==> src/rtl/control_unit.sv <==
// Hardwired control sequencer: fetch T0-T2, opcode-driven execute T3-T7, HALT until reset.
// Define CU_MULDIV_EN to enable the mul/div sequences; otherwise those opcodes behave as nop.
module control_unit (
  input  logic        clk,
  input  logic        reset,
  input  logic [31:0] ir,
  input  logic        con_ff,
  input  logic        mem_ready,
  output logic [9:0]  out_sel,
  output logic [10:0] in_sel,
  output logic [12:0] alu_op,
  output logic [2:0]  gr_sel,
  output logic [3:0]  mem_ctl,
  output logic        con_reset,
  output logic        run
);

  // out_sel bit positions
  localparam int O_HI  = 9;
  localparam int O_LO  = 8;
  localparam int O_ZH  = 7;
  localparam int O_ZL  = 6;
  localparam int O_PC  = 5;
  localparam int O_MDR = 4;
  localparam int O_IN  = 3;
  localparam int O_C   = 2;
  localparam int O_R   = 1;
  localparam int O_BA  = 0;

  // in_sel bit positions
  localparam int I_HI   = 10;
  localparam int I_LO   = 9;
  localparam int I_PC   = 8;
  localparam int I_IR   = 7;
  localparam int I_Z    = 6;
  localparam int I_Y    = 5;
  localparam int I_MAR  = 4;
  localparam int I_MDR  = 3;
  localparam int I_CON  = 2;
  localparam int I_OUTP = 1;
  localparam int I_R    = 0;

  // alu_op bit positions (NEG=1, NOT=0 are never driven by this sequencer)
  localparam int A_AND  = 12;
  localparam int A_OR   = 11;
  localparam int A_ADD  = 10;
  localparam int A_SUB  = 9;
  localparam int A_MUL  = 8;
  localparam int A_DIV  = 7;
  localparam int A_SHR  = 6;
  localparam int A_SHRA = 5;
  localparam int A_SHL  = 4;
  localparam int A_ROR  = 3;
  localparam int A_ROL  = 2;

  localparam int G_A = 2;
  localparam int G_B = 1;
  localparam int G_C = 0;

  localparam int M_READ  = 3;
  localparam int M_INCPC = 2;
  localparam int M_RD    = 1;
  localparam int M_WR    = 0;

  typedef enum logic [3:0] {
    S_RESET, S_T0, S_T1, S_T2, S_T3, S_T4, S_T5, S_T6, S_T7, S_HALT
  } state_t;

  typedef enum logic [3:0] {
    C_LD, C_LDI, C_ST, C_RTYPE, C_IMM, C_MULDIV, C_BRX,
    C_JR, C_IN, C_OUT, C_MFHI, C_MFLO, C_NOP, C_HALT
  } cls_t;

  typedef struct packed {
    logic [9:0]  o;
    logic [10:0] i;
    logic [12:0] a;
    logic [2:0]  g;
    logic [3:0]  m;
  } ctl_t;

  state_t      state, state_nxt;
  cls_t        cls;
  logic [12:0] op_sel;
  ctl_t        c;
  logic [4:0]  opcode;

  assign opcode = ir[31:27];

  // Operand fields are decoded by the datapath, not here.
  logic unused_ir;
  assign unused_ir = ^ir[26:0];

  // Instruction class plus the ALU function used in its compute step.
  always_comb begin
    cls    = C_NOP;
    op_sel = '0;
    case (opcode)
      5'b00000: cls = C_LD;
      5'b00001: cls = C_LDI;
      5'b00010: cls = C_ST;
      5'b00011: begin cls = C_RTYPE; op_sel[A_ADD]  = 1'b1; end
      5'b00100: begin cls = C_RTYPE; op_sel[A_SUB]  = 1'b1; end
      5'b00101: begin cls = C_RTYPE; op_sel[A_AND]  = 1'b1; end
      5'b00110: begin cls = C_RTYPE; op_sel[A_OR]   = 1'b1; end
      5'b00111: begin cls = C_RTYPE; op_sel[A_SHR]  = 1'b1; end
      5'b01000: begin cls = C_RTYPE; op_sel[A_SHRA] = 1'b1; end
      5'b01001: begin cls = C_RTYPE; op_sel[A_SHL]  = 1'b1; end
      5'b01010: begin cls = C_RTYPE; op_sel[A_ROR]  = 1'b1; end
      5'b01011: begin cls = C_RTYPE; op_sel[A_ROL]  = 1'b1; end
      5'b01100: begin cls = C_IMM;   op_sel[A_ADD]  = 1'b1; end
      5'b01101: begin cls = C_IMM;   op_sel[A_AND]  = 1'b1; end
      5'b01110: begin cls = C_IMM;   op_sel[A_OR]   = 1'b1; end
`ifdef CU_MULDIV_EN
      5'b01111: begin cls = C_MULDIV; op_sel[A_MUL] = 1'b1; end
      5'b10000: begin cls = C_MULDIV; op_sel[A_DIV] = 1'b1; end
`else
      5'b01111, 5'b10000: begin
        cls           = C_NOP;
        op_sel[A_MUL] = 1'b0;
        op_sel[A_DIV] = 1'b0;
      end
`endif
      5'b10010: cls = C_BRX;
      5'b10011: cls = C_JR;
      5'b10101: cls = C_IN;
      5'b10110: cls = C_OUT;
      5'b10111: cls = C_MFHI;
      5'b11000: cls = C_MFLO;
      5'b11010: cls = C_HALT;
      default:  cls = C_NOP;
    endcase
  end

  always_ff @(posedge clk) begin
    if (!reset) state <= S_RESET;
    else        state <= state_nxt;
  end

  always_comb begin
    c         = '0;
    state_nxt = state;
    con_reset = 1'b0;
    run       = 1'b1;
    case (state)
      S_RESET: begin
        con_reset = 1'b1;
        run       = 1'b0;
        state_nxt = S_T0;
      end
      S_T0: begin
        c.o[O_PC]    = 1'b1;
        c.i[I_MAR]   = 1'b1;
        c.i[I_PC]    = 1'b1;
        c.m[M_INCPC] = 1'b1;
        state_nxt    = S_T1;
      end
      S_T1: begin
        c.m[M_READ] = 1'b1;
        c.m[M_RD]   = 1'b1;
        c.i[I_MDR]  = 1'b1;
        state_nxt   = mem_ready ? S_T2 : S_T1;
      end
      S_T2: begin
        c.o[O_MDR] = 1'b1;
        c.i[I_IR]  = 1'b1;
        state_nxt  = S_T3;
      end
      S_T3: begin
        state_nxt = S_T0;
        case (cls)
          C_LD, C_LDI, C_ST: begin
            c.g[G_B]  = 1'b1;
            c.o[O_BA] = 1'b1;
            c.i[I_Y]  = 1'b1;
            state_nxt = S_T4;
          end
          C_RTYPE, C_IMM, C_MULDIV: begin
            c.g[G_B]  = 1'b1;
            c.o[O_R]  = 1'b1;
            c.i[I_Y]  = 1'b1;
            state_nxt = S_T4;
          end
          C_BRX: begin
            c.g[G_A]   = 1'b1;
            c.o[O_R]   = 1'b1;
            c.i[I_CON] = 1'b1;
            state_nxt  = S_T4;
          end
          C_JR: begin
            c.g[G_A]  = 1'b1;
            c.o[O_R]  = 1'b1;
            c.i[I_PC] = 1'b1;
          end
          C_IN: begin
            c.o[O_IN] = 1'b1;
            c.g[G_A]  = 1'b1;
            c.i[I_R]  = 1'b1;
          end
          C_OUT: begin
            c.g[G_A]    = 1'b1;
            c.o[O_R]    = 1'b1;
            c.i[I_OUTP] = 1'b1;
          end
          C_MFHI: begin
            c.o[O_HI] = 1'b1;
            c.g[G_A]  = 1'b1;
            c.i[I_R]  = 1'b1;
          end
          C_MFLO: begin
            c.o[O_LO] = 1'b1;
            c.g[G_A]  = 1'b1;
            c.i[I_R]  = 1'b1;
          end
          C_HALT:  state_nxt = S_HALT;
          default: state_nxt = S_T0;
        endcase
      end
      S_T4: begin
        state_nxt = S_T5;
        case (cls)
          C_LD, C_LDI, C_ST: begin
            c.o[O_C]     = 1'b1;
            c.a[A_ADD]   = 1'b1;
            c.i[I_Z]     = 1'b1;
          end
          C_RTYPE, C_MULDIV: begin
            c.g[G_C] = 1'b1;
            c.o[O_R] = 1'b1;
            c.a      = op_sel;
            c.i[I_Z] = 1'b1;
          end
          C_IMM: begin
            c.o[O_C] = 1'b1;
            c.a      = op_sel;
            c.i[I_Z] = 1'b1;
          end
          C_BRX: begin
            c.o[O_PC] = 1'b1;
            c.i[I_Y]  = 1'b1;
          end
          default: state_nxt = S_T0;
        endcase
      end
      S_T5: begin
        state_nxt = S_T0;
        case (cls)
          C_LD, C_ST: begin
            c.o[O_ZL]  = 1'b1;
            c.i[I_MAR] = 1'b1;
            state_nxt  = S_T6;
          end
          C_LDI, C_RTYPE, C_IMM: begin
            c.o[O_ZL] = 1'b1;
            c.g[G_A]  = 1'b1;
            c.i[I_R]  = 1'b1;
          end
          C_BRX: begin
            c.o[O_C]   = 1'b1;
            c.a[A_ADD] = 1'b1;
            c.i[I_Z]   = 1'b1;
            state_nxt  = S_T6;
          end
          C_MULDIV: begin
            c.o[O_ZL] = 1'b1;
            c.i[I_LO] = 1'b1;
            state_nxt = S_T6;
          end
          default: state_nxt = S_T0;
        endcase
      end
      S_T6: begin
        state_nxt = S_T0;
        case (cls)
          C_LD: begin
            c.m[M_READ] = 1'b1;
            c.m[M_RD]   = 1'b1;
            c.i[I_MDR]  = 1'b1;
            state_nxt   = mem_ready ? S_T7 : S_T6;
          end
          C_ST: begin
            c.g[G_A]   = 1'b1;
            c.o[O_R]   = 1'b1;
            c.i[I_MDR] = 1'b1;
            state_nxt  = S_T7;
          end
          // Branch not taken: PC already holds the fall-through address.
          C_BRX: begin
            c.o[O_ZL] = con_ff;
            c.i[I_PC] = con_ff;
          end
          C_MULDIV: begin
            c.o[O_ZH] = 1'b1;
            c.i[I_HI] = 1'b1;
          end
          default: state_nxt = S_T0;
        endcase
      end
      S_T7: begin
        state_nxt = S_T0;
        case (cls)
          C_LD: begin
            c.o[O_MDR] = 1'b1;
            c.g[G_A]   = 1'b1;
            c.i[I_R]   = 1'b1;
          end
          C_ST: begin
            c.m[M_WR] = 1'b1;
            state_nxt = mem_ready ? S_T0 : S_T7;
          end
          default: state_nxt = S_T0;
        endcase
      end
      S_HALT: begin
        run       = 1'b0;
        state_nxt = S_HALT;
      end
      default: begin
        run       = 1'b0;
        state_nxt = S_RESET;
      end
    endcase
  end

  assign out_sel = c.o;
  assign in_sel  = c.i;
  assign alu_op  = c.a;
  assign gr_sel  = c.g;
  assign mem_ctl = c.m;

endmodule

==> config.mk <==
export PLATFORM = sky130hd
export DESIGN_NAME = control_unit
export DESIGN_NICKNAME = d
export VERILOG_FILES = /design/src/rtl/control_unit.sv
export SDC_FILE = /design/constraint.sdc
export NUM_CORES = 1
export LEC_CHECK = 0
export CORE_ASPECT_RATIO = 1.1
export CORE_MARGIN = 2
export CORE_UTILIZATION = 29
export CTS_CLUSTER_SIZE = 30
export DETAILED_ROUTE_END_ITERATION = 16
export PLACE_DENSITY = 0.78
export SYNTH_ARGS = -nofsm -noshare
export SYNTH_HDL_FRONTEND = slang
export SYNTH_SLANG_ARGS = --single-unit
==> constraint.sdc <==
create_clock -name clk -period 2.2 [get_ports clk]
set_input_delay 0.55 -clock clk [delete_from_list [all_inputs] [get_ports clk]]
set_output_delay 0.55 -clock clk [all_outputs]
set_load 0.01 [all_outputs]
Word-level counts from Yosys, hierarchy flattened. Index checks and enable logic that the tools add are counted.

Latch bits: 0. Output and inout bits: 43. Memories: 0. Word-level logic and storage cells: 134. Flip-flop bits (word level): 4. Memory bits (writable): 0. ROM bits: 0. Input port bits: 36.

Equal/unequal tests: 42. Reductions and logical operators: 21. Order comparisons: 0. Shifts and indexed selects: 0. Div/mod/pow operators: 0. Add/sub/neg operators: 0. Bitwise operators: 0. Mux-type cells: 70. Multiply operators: 0.

Operators by type and width (count): one-hot mux 4 bit (12 select lines) (1); two-way mux 1 bit (40); one-hot mux 4 bit (10 select lines) (1); equality test 5 x 4 -> 1 bit, second input constant (7); equality test 5 bit, second input constant (7); equality test 4 x 3 -> 1 bit, second input constant (8); equality test 4 bit, second input constant (7); one-hot mux 1 bit (2 select lines) (11); equality test 5 x 3 -> 1 bit, second input constant (4); two-way mux 10 bit (2); OR reduction 6 bit (3); equality test 4 x 2 -> 1 bit, second input constant (4); one-hot mux 4 bit (2 select lines) (2); OR reduction 3 bit (5); two-way mux 4 bit (3); equality test 5 x 2 -> 1 bit, second input constant (2); OR reduction 2 bit (5); one-hot mux 1 bit (3 select lines) (3); OR reduction 9 bit (1); equality test 4 x 1 -> 1 bit, second input constant (2); logical NOT 4 bit (2); two-way mux 2 bit (4); OR reduction 4 bit (2); OR reduction 8 bit (1); 5 further kinds (6).

Logic depth before layout (Yosys ltp).
Depth in word-level cells: 7. Depth in mapped cells: 7. Depth with buffers taken out: 5.

Least setup slack after synthesis. Ideal clock, no wire load.

Path type: input port to output port. Start point: input port ir[29]. End point: output port mem_ctl[3]. Slack: -0.231 ns. Stages: 7. Arrival time: 1.881 ns. Data required time: 1.650 ns. Path buffers: 3. Path through: buf_6 or2_1 buf_6 nor4_1 nand3_1 a21oi_1 buf_4.

Word-level cells in the longest chain between the ends: 6. Elaborated cells between the ends (all ways): 28. Those cells by class: eq/ne (21); mux (3); reduce/logical (4).

RTL lines: from (decl) (line 6) `input logic [31:0] ir,`; equality test 5 x 4 -> 1 bit (tied with other cells) (line 98) `case (opcode)`; OR reduction 9 bit (no source line) / OR reduction 3 bit (equally long branches); one-hot mux 4 bit (12 select lines) (*) (line 98); logical NOT 4 bit (*); two-way mux 1 bit (*); one-hot mux 1 bit (2 select lines) (*); to (decl) (line 13) `output logic [3:0] mem_ctl,`.

Every way passes the cells marked *; elsewhere a longest branch is shown, timed or not.

Final worst setup path.
Start point: register state[3]. End point: output port out_sel[1].

Word-level cells in the longest chain between the ends: 2. Elaborated cells between the ends (all ways): 4. Those cells by class: eq/ne (3); mux (1).

RTL lines: from (decl) (line 82) `state_t state, state_nxt;`; from (signal assigned) (line 137) `else state <= state_nxt;`; equality test 4 x 3 -> 1 bit (line 145) `case (state)`; one-hot mux 1 bit (3 select lines) (*) (line 145); to (decl) (line 9) `output logic [9:0] out_sel,`.

Marked as above.

==> run_results.csv <==
group,metric,value,unit
run_status,status,"finished, violations left",
run_status,failed_checks,"negative setup slack",
routing,ant_nets,0,
floorplanning,dieHeight,62.62,µm
finish,area_delta_synth_final,123.9,%
routing,vias,1490,
clock_network,clock-root-buffer,"clkbuf_4",
yosys,synth_area_leaders,"nor2_1 9.9%, dfxtp_1 8.8%, buf_4 7.5%",
worst_setup_path,crit_path_max_fanout,4,
sta,slew_viol_final,0,
routing,drc,0,
finish,layout_commonest_cell,"buf_4",
finish,nNetsFinal,282,
yosys,synthCells,151,
floorplanning,core,3022,µm²
yosys,synthArstFlopShare,0,%
finish,largest_register_ffs,4,
floorplanning,die_width,57.29,µm
worst_setup_path,critical_path_required,1650,ps
clock_network,htreeDepth,1,
floorplanning,start_util,29.98,%
global_route,grt_use_met2,42.82,%
sta,rsz0062_at_grt,"true",
placed_design,dp_slack,-986.8,ps
routing,first_pass_iters,4,
global_route,met3_usage,3.313,%
finish,drive_gt1_share,63.52,%
global_route,gr-total-overflow,0,
routing,routed_via_density,5.360,
global_route,grt_first_pass_wirelength,6.665,mm
clock_network,clock_latency,240,ps
yosys,synth_edf_count,0,
sta,min_period,2420,ps
power_and_ir_drop,ir_drop,0.0002025,V
global_route,grt_util_all_layers,22.92,%
finish,antennaDiodeCount,0,
global_route,met1_usage,24.22,%
clock_network,cts_buffer_depth,2,
yosys,ys_types,45,
yosys,yosysTopAreaCell,"nor2_1",
routing,drtIter0Drc,59,
yosys,synth_area,905.9,µm²
floorplanning,io_pins,79,
worst_setup_path,worst_setup_path_end_kind,"output pin",
finish,final_cell_mix,"48 x buf_4, 23 x buf_2, 19 x nor2_1",
power_and_ir_drop,leakage,0.9924,nW
placed_design,gp_congestion,0.8732,
clock_network,cts.sink_count,4,
yosys,yosysWarnings,0,
finish,finish.utilization,67.12,%
worst_setup_path,arrival,1870,ps
yosys,synthFlopType,"dfxtp_1",
placed_design,dp_hpwl,2.668,mm
finish,stdcell_count,278,
floorplanning,core.rowCount,21,
placed_design,port_buffers,44,
hold_path,hold_path.class,"reg -> reg",
clock_network,holdBufCountCts,0,
clock_network,clk_pin_slew_worst_paths,40,ps
sta,clock_skew,4.158,ps
sta,hold_viol,0,
power_and_ir_drop,design_power_total,0.0005079,W
sta,layout_setup_ws,-219.9,ps
finish,regMostFlops,"state",
yosys,ys_seq_area_share,8.840,%
yosys,synth.avg_cell_area,5.999,µm²
sta,setup_viol,10,
placed_design,dp_cells,259,
worst_setup_path,path_class,"reg -> out",
worst_setup_path,r2r-start,"state[3]",
sta,max_freq,413.2,MHz
clock_network,cts_tree,"done",
routing,wirelength,4.306,mm
worst_setup_path,worst_setup_path_start_kind,"register",
worst_setup_path,cp-startpoint,"state[3]",
global_route,busiest_layer,"met2",
hold_path,min_from,"state[2]",
sta,fin_crit_sh,110.0,%
finish,reg_top3,"state: 4 flops",
clock_network,numCtsBuffers,3,
yosys,synth_seq_cells,4,
sta,whs,738.1,ps
global_route,grt_pass1_vias,1485,
global_route,antenna_found_initial,0,
yosys,synth_top_area_share,9.945,%
flow_run,cap_violations,0,
routing,routedWlPerCell,15.49,µm
global_route,grt_max_degree,11,
power_and_ir_drop,p_per_area,250.4,nW/µm²
floorplanning,die_area,3587,µm²
## logic make-up after synthesis
group | synth area share [%]
and+or+nand+nor | 46.96
AOI/OAI and AO/OA | 29.56
other | 0.4140
DFF | 8.840
buffers and inverters | 14.23
## synthesized netlist by cell type, types with 2 or more instances
cell,count
and2b_1,2
nand2b_1,4
dfxtp_1,4
nand2_1,17
a21oi_1,6
buf_6,2
nor4_1,3
nor3_1,3
nor2b_1,5
nand3_1,9
and2_1,3
buf_4,9
o21ai_0,12
nor2_1,24
inv_1,2
o21a_1,2
and3_1,6
clkbuf_1,6
a31oi_1,3
a31o_2,2
or2_2,3
## final cells by class
type,instances,area [µm²]
repair buffers,103,858.3
multi-input cells,132,1015
fillers,246,993.5
inverters,2,7.507
well taps,34,42.54
clock buffers,3,22.52
flip-flops and latches,4,82.58
## through the flow
step,cell area [µm²],setup TNS [ps]
final,2028,-1047
after global routing,2028,-1860
after CTS,1857,-1226
after detailed placement,1690,-26450
after global placement,1690,-25670
after floorplan,989.7,-286.8
## what timing repair did
action / CTS / global route
buffers inserted: 13 / 3
setup endpoints to repair: 37 / 29
gates cloned: 2 / 0
gates resized for setup: 180 / 51
pin swaps: 14 / 14
## where the power goes
group	internal (W)	leakage, nW	switching (W)	total (W)
Clock	0.0000613	0.0138	0.0000350	0.0000963
Combinational	0.000163	0.945	0.000163	0.000327
Sequential	0.0000785	0.0337	0.00000642	0.0000849
Total	0.000303	0.992	0.000205	0.000508
## critical path, cell delays in order, from the launching register on
cell	delay, ps
dfxtp_2	330
and2b_2	260
and3_4	180
and2_4	160
a32o_2	240
or3_4	330
buf_6	130
## routing by layer
| metal | share of wire [%] | vias to the layer above |
|---|---|---|
| li1 | - | 720 |
| met1 | 38 | 682 |
| met2 | 53 | 73 |
| met3 | 5.7 | 15 |
| met4 | 3.3 | 0 |
| met5 | 0 | - |
## final timing paths
| kind | to | slack, ps | cells after the start |
|---|---|---|---|
| worst max-delay path | out_sel[1] | -220 | 6 |
| worst max register to register | state[1] | 760 | 6 |
| worst min register to register | state[1] | 740 | 4 |
| worst min-delay path | state[1] | 740 | 4 |
No activity file was read; power rests on OpenSTA's default activity.
==> variant 1: new RTL, same settings <==
The option `CU_MULDIV_EN` is turned on by a define.
--- a/src/rtl/control_unit.sv
+++ b/src/rtl/control_unit.sv
@@ -1,4 +1,6 @@
 // Hardwired control sequencer: fetch T0-T2, opcode-driven execute T3-T7, HALT until reset.
 // Define CU_MULDIV_EN to enable the mul/div sequences; otherwise those opcodes behave as nop.
+`define CU_MULDIV_EN
+
 module control_unit (
   input  logic        clk,
Function: changed (Yosys sat finds a counterexample within 10 cycles, from zero or initial values and one cycle with reset low).
==> variant 1 against the unedited design <==
The flow still finishes with violations (negative setup slack); die area up 4.5%; highest routed layer unchanged; cell area is 1.3% higher; worst setup slack better by 0.19 ns; power up 3.7%; clock power is 0.4% higher; utilization is 0.29 points lower; clock skew decreased by 0.0037 ns; synthesized area up 4.8%; synthesized cell count is 13% higher; via count increased by 15%; sequential cell count stayed put; routed wire length is 9.5% higher; global-route usage up 1.4 points.
==> variant 1: results <==
group,metric,value,unit
critical_path,worstPathArrival,1.68,ns
status,status,"finished with violations",
yosys,yosysSeqAreaShare,8.43,%
grt,use_met2,43.3,%
yosys,synthCells,171,
detailed_routing,met1_length,1790,um
place,place_congestion,0.953,
yosys,muxShareOfSynthArea,1.05,%
min_path,worstHoldPathType,"register to register",
place,dp.final_hpwl,2920,um
clock_tree,cts.path.max_buffers,2,
timing,setup_viol,3,
power_and_ir_drop,ir_drop,0.294,mV
detailed_routing,wl_met3,384,um
yosys,synth_commonest_cells,"nor2_1, nand2_1, nand3_1",
timing,postLayoutSetupSlackWorst,-0.0274,ns
timing,worst_clock_skew,0.000419,ns
power_and_ir_drop,pwr-share-seq,17.4,%
grt,grt_pass1_vias,1635,
yosys,synth_compound_area_share,29.4,%
yosys,yosysWarnings,0,
power_and_ir_drop,internal_power,0.310,mW
place,dp_slack,-0.808,ns
clock_tree,numCtsBuffers,3,
grt,grtUsageMet1,27.5,%
cells_and_area,finalNonFillerCells,305,
cells_and_area,fill_cells,242,
place,io_buffer_count,49,
grt,grt_max_degree,13,
power_and_ir_drop,swShare,41.1,%
detailed_routing,first_iter_violations,106,
grt,grt_pass1_wl,7180,um
cells_and_area,biggestRegsByFlops,"state: 4 flops",
yosys,synth_adder_area_share,0,%
power_and_ir_drop,p_leak,0.962,nW
job,cap_violations,0,
detailed_routing,wl_met2,2330,um
detailed_routing,finalWirelength,4720,um
power_and_ir_drop,p_clk_share,18.4,%
grt,grt_use_total,24.4,%
yosys,ys_types,39,
detailed_routing,first_pass_iters,4,
clock_tree,htree_levels,1,
detailed_routing,ant_nets,0,
yosys,synth_xor_area_share,0,%
grt,antenna_found_initial,0,
yosys,synth_flop_cell,"dfxtp_1",
yosys,synth.area.top_cells,"nor2_1, nand2_1, dfxtp_1, nand3_1, a21oi_1",
cells_and_area,drive_above_1_share,53.1,%
cells_and_area,diodes,0,
grt,met3_usage,3.24,%
detailed_routing,dr_total_vias,1710,
place,dp_cells,289,
critical_path,worst-path-max-fanout,5,
clock_tree,path_clk_slew,0.04,ns
status,violations,"negative setup slack",
## variant 1: cell count changes after synthesis, moves of 3 or more
cell / before / now
a21oi_1: 6 / 10
and3_1: 6 / 1
buf_2: 1 / 6
buf_4: 9 / 4
inv_1: 2 / 5
nand2_1: 17 / 22
nand3_1: 9 / 12
nor2_1: 24 / 37
o21ai_0: 12 / 7
o22ai_1: 1 / 5
## variant 1: worst paths after layout
check / start / depth (start not counted) / to / slack (ns)
setup / recovery: ir[28] / 9 / in_sel[6] / -0.03
hold / removal: state[0] / 2 / state[2] / 0.60
setup reg to reg: state[2] / 6 / state[2] / 0.60
hold reg to reg: state[0] / 2 / state[2] / 0.60
## variant 1: what timing repair did
item,CTS,global route
pin swaps,7,8
setup endpoints to repair,41,31
resized for setup,144,58
buffers inserted,9,1
hold buffers,0,0
cloned,3,0
## variant 1: critical path, stage by stage
cell,delay (ns)
buf_6,0.10
buf_8,0.13
nor4b_4,0.27
a21oi_2,0.07
o22ai_2,0.17
nand2_2,0.09
buf_6,0.13
nand2b_4,0.06
buf_6,0.10
## variant 1: final cells by class
type / instances / area share (%)
Clock buffer: 3 / 1.10
Inverter: 5 / 0.914
Multi-Input combinational cell: 145 / 47.7
Sequential cell: 4 / 4.20
Tap cell: 34 / 2.07
Timing Repair Buffer: 114 / 44.0
## variant 1: per-stage QoR
| step | cell area (sq um) | TNS, ns |
|---|---|---|
| 3_5_place_dp | 1790 | -26.57 |
| 6_report | 2050 | -0.0532 |
| 4_1_cts | 1980 | -0.0304 |
| 3_3_place_gp | 1790 | -25.44 |
| 2_1_floorplan | 960 | 0 |
| 5_1_grt | 2050 | -0.516 |
==> variant 2: new RTL, config.mk and constraints unchanged <==
Without the edit above. Encoding of `state_t`: now one-hot (10 bits for 10 states).
--- a/src/rtl/control_unit.sv
+++ b/src/rtl/control_unit.sv
@@ -63,6 +63,6 @@
   localparam int M_WR    = 0;
 
-  typedef enum logic [3:0] {
-    S_RESET, S_T0, S_T1, S_T2, S_T3, S_T4, S_T5, S_T6, S_T7, S_HALT
+  typedef enum logic [9:0] {
+    S_RESET = 10'b0000000001, S_T0 = 10'b0000000010, S_T1 = 10'b0000000100, S_T2 = 10'b0000001000, S_T3 = 10'b0000010000, S_T4 = 10'b0000100000, S_T5 = 10'b0001000000, S_T6 = 10'b0010000000, S_T7 = 10'b0100000000, S_HALT = 10'b1000000000
   } state_t;
 
Function: same outputs for any inputs over 10 cycles, from zero or initial values and one cycle with reset low; not proved beyond that.
==> variant 2 against the unedited design <==
Via count grew 36%; clock skew is 0.0078 ns higher; routed wire length is 38% higher; critical path depth rose by 1; sequential cell count increased by 6; cell area increased by 34%; synthesized area increased by 38%; the flow still finishes with violations (negative setup slack); global-route usage grew 0.18 points; power increased to 2.9 times the old value; combinational power rose to 3.0 times the old value; worst setup slack worse by 0.12 ns.
==> variant 2: results <==
group,metric,value,unit
grt,grt_max_degree,13,
cells_and_area,seq_area_share,7.78,%
cells_and_area,seq_cells,10,
cells_and_area,drive_above_1_share,61.2,%
cells_and_area,clock_tree_area_fraction,2.03,%
cells_and_area,multi_input_area_share,44.1,%
place,dp_cells,341,
grt,grt_use_total,23.1,%
yosys,synthCells,189,
cells_and_area,bufAreaShareNonClock,42.5,%
status,violations,"negative setup slack",
power_and_ir_drop,p_leak,1.26,nW
timing,worst_clock_skew,0.0120,ns
status,status,"finished with violations",
grt,met3_usage,2.01,%
detailed_routing,first_pass_iters,5,
clock_tree,clock_latency,0.24,ns
cells_and_area,nNetsFinal,359,
yosys,ys_types,47,
detailed_routing,first_iter_violations,133,
cells_and_area,nClkBuffers,4,
grt,grt_pass1_vias,1946,
critical_path,cp_slowest_cell,"dfxtp_2",
cells_and_area,nNonClkBuffers,142,
place,place_congestion,0.903,
detailed_routing,wl_per_cell,15.8,um
timing,postLayoutSetupSlackWorst,-0.335,ns
clock_tree,cts-root-buf,"clkbuf_8",
floorplanning,rows,25,
power_and_ir_drop,swShare,38.9,%
critical_path,max_stage_delay,0.34,ns
grt,grtUsageMet1,26.2,%
yosys,synth.area.top_cells,"dfxtp_1, nor2_1, nor3_1, o21ai_0, buf_4",
yosys,yosysSeqAreaShare,16.0,%
grt,grt_pass1_wl,8810,um
yosys,synth_commonest_cells,"nor2_1, nand2_1, nor3_1, o21ai_0, a21oi_1",
power_and_ir_drop,ir_drop,0.240,mV
detailed_routing,wl_met3,335,um
cells_and_area,biggestRegsByFlops,"state: 10 flops",
grt,use_met2,44.4,%
place,place_area,0.00218,sq mm
cells_and_area,comb.multi_input.count,158,
detailed_routing,wl_met2,3250,um
place,dp.final_hpwl,3730,um
cells_and_area,fill_cells,346,
detailed_routing,met1_length,2220,um
timing,setup_viol,34,
clock_tree,path_clk_slew,0.06,ns
==> variant 2: cells by family after synthesis <==
logic type	after synthesis	synth area share, %
other	1	0.299
and+or+nand+nor	103	45.8
xor gates and xnor gates	4	2.80
DFF	10	16.0
buffers and inverters	27	11.7
AOI/OAI and AO/OA	44	23.5
==> variant 2: worst paths after layout <==
path,startpoint,endpoint,slack (ns),cells after the start
max reg2reg,state[4],state[2],0.20,10
max,state[0],in_sel[0],-0.33,7
min,state[3],state[2],0.59,2
min reg2reg,state[3],state[2],0.59,2
==> variant 2: metrics by stage <==
stage / power (mW) / setup TNS [ns] / setup slack (ns)
after floorplan: 0.577 / -0.138 / -0.0285
after global placement: 0.923 / -26.02 / -0.949
after detailed placement: 0.945 / -26.58 / -0.926
after CTS: 1.32 / -5.95 / -0.299
after global routing: 1.54 / -9.78 / -0.390
final: 1.46 / -7.46 / -0.335
==> variant 2: timing repair <==
item	in CTS	in global routing
pin swaps	26	18
gates resized for setup	213	40
buffers inserted	23	13
setup endpoints to repair	36	36
hold buffers	0	0
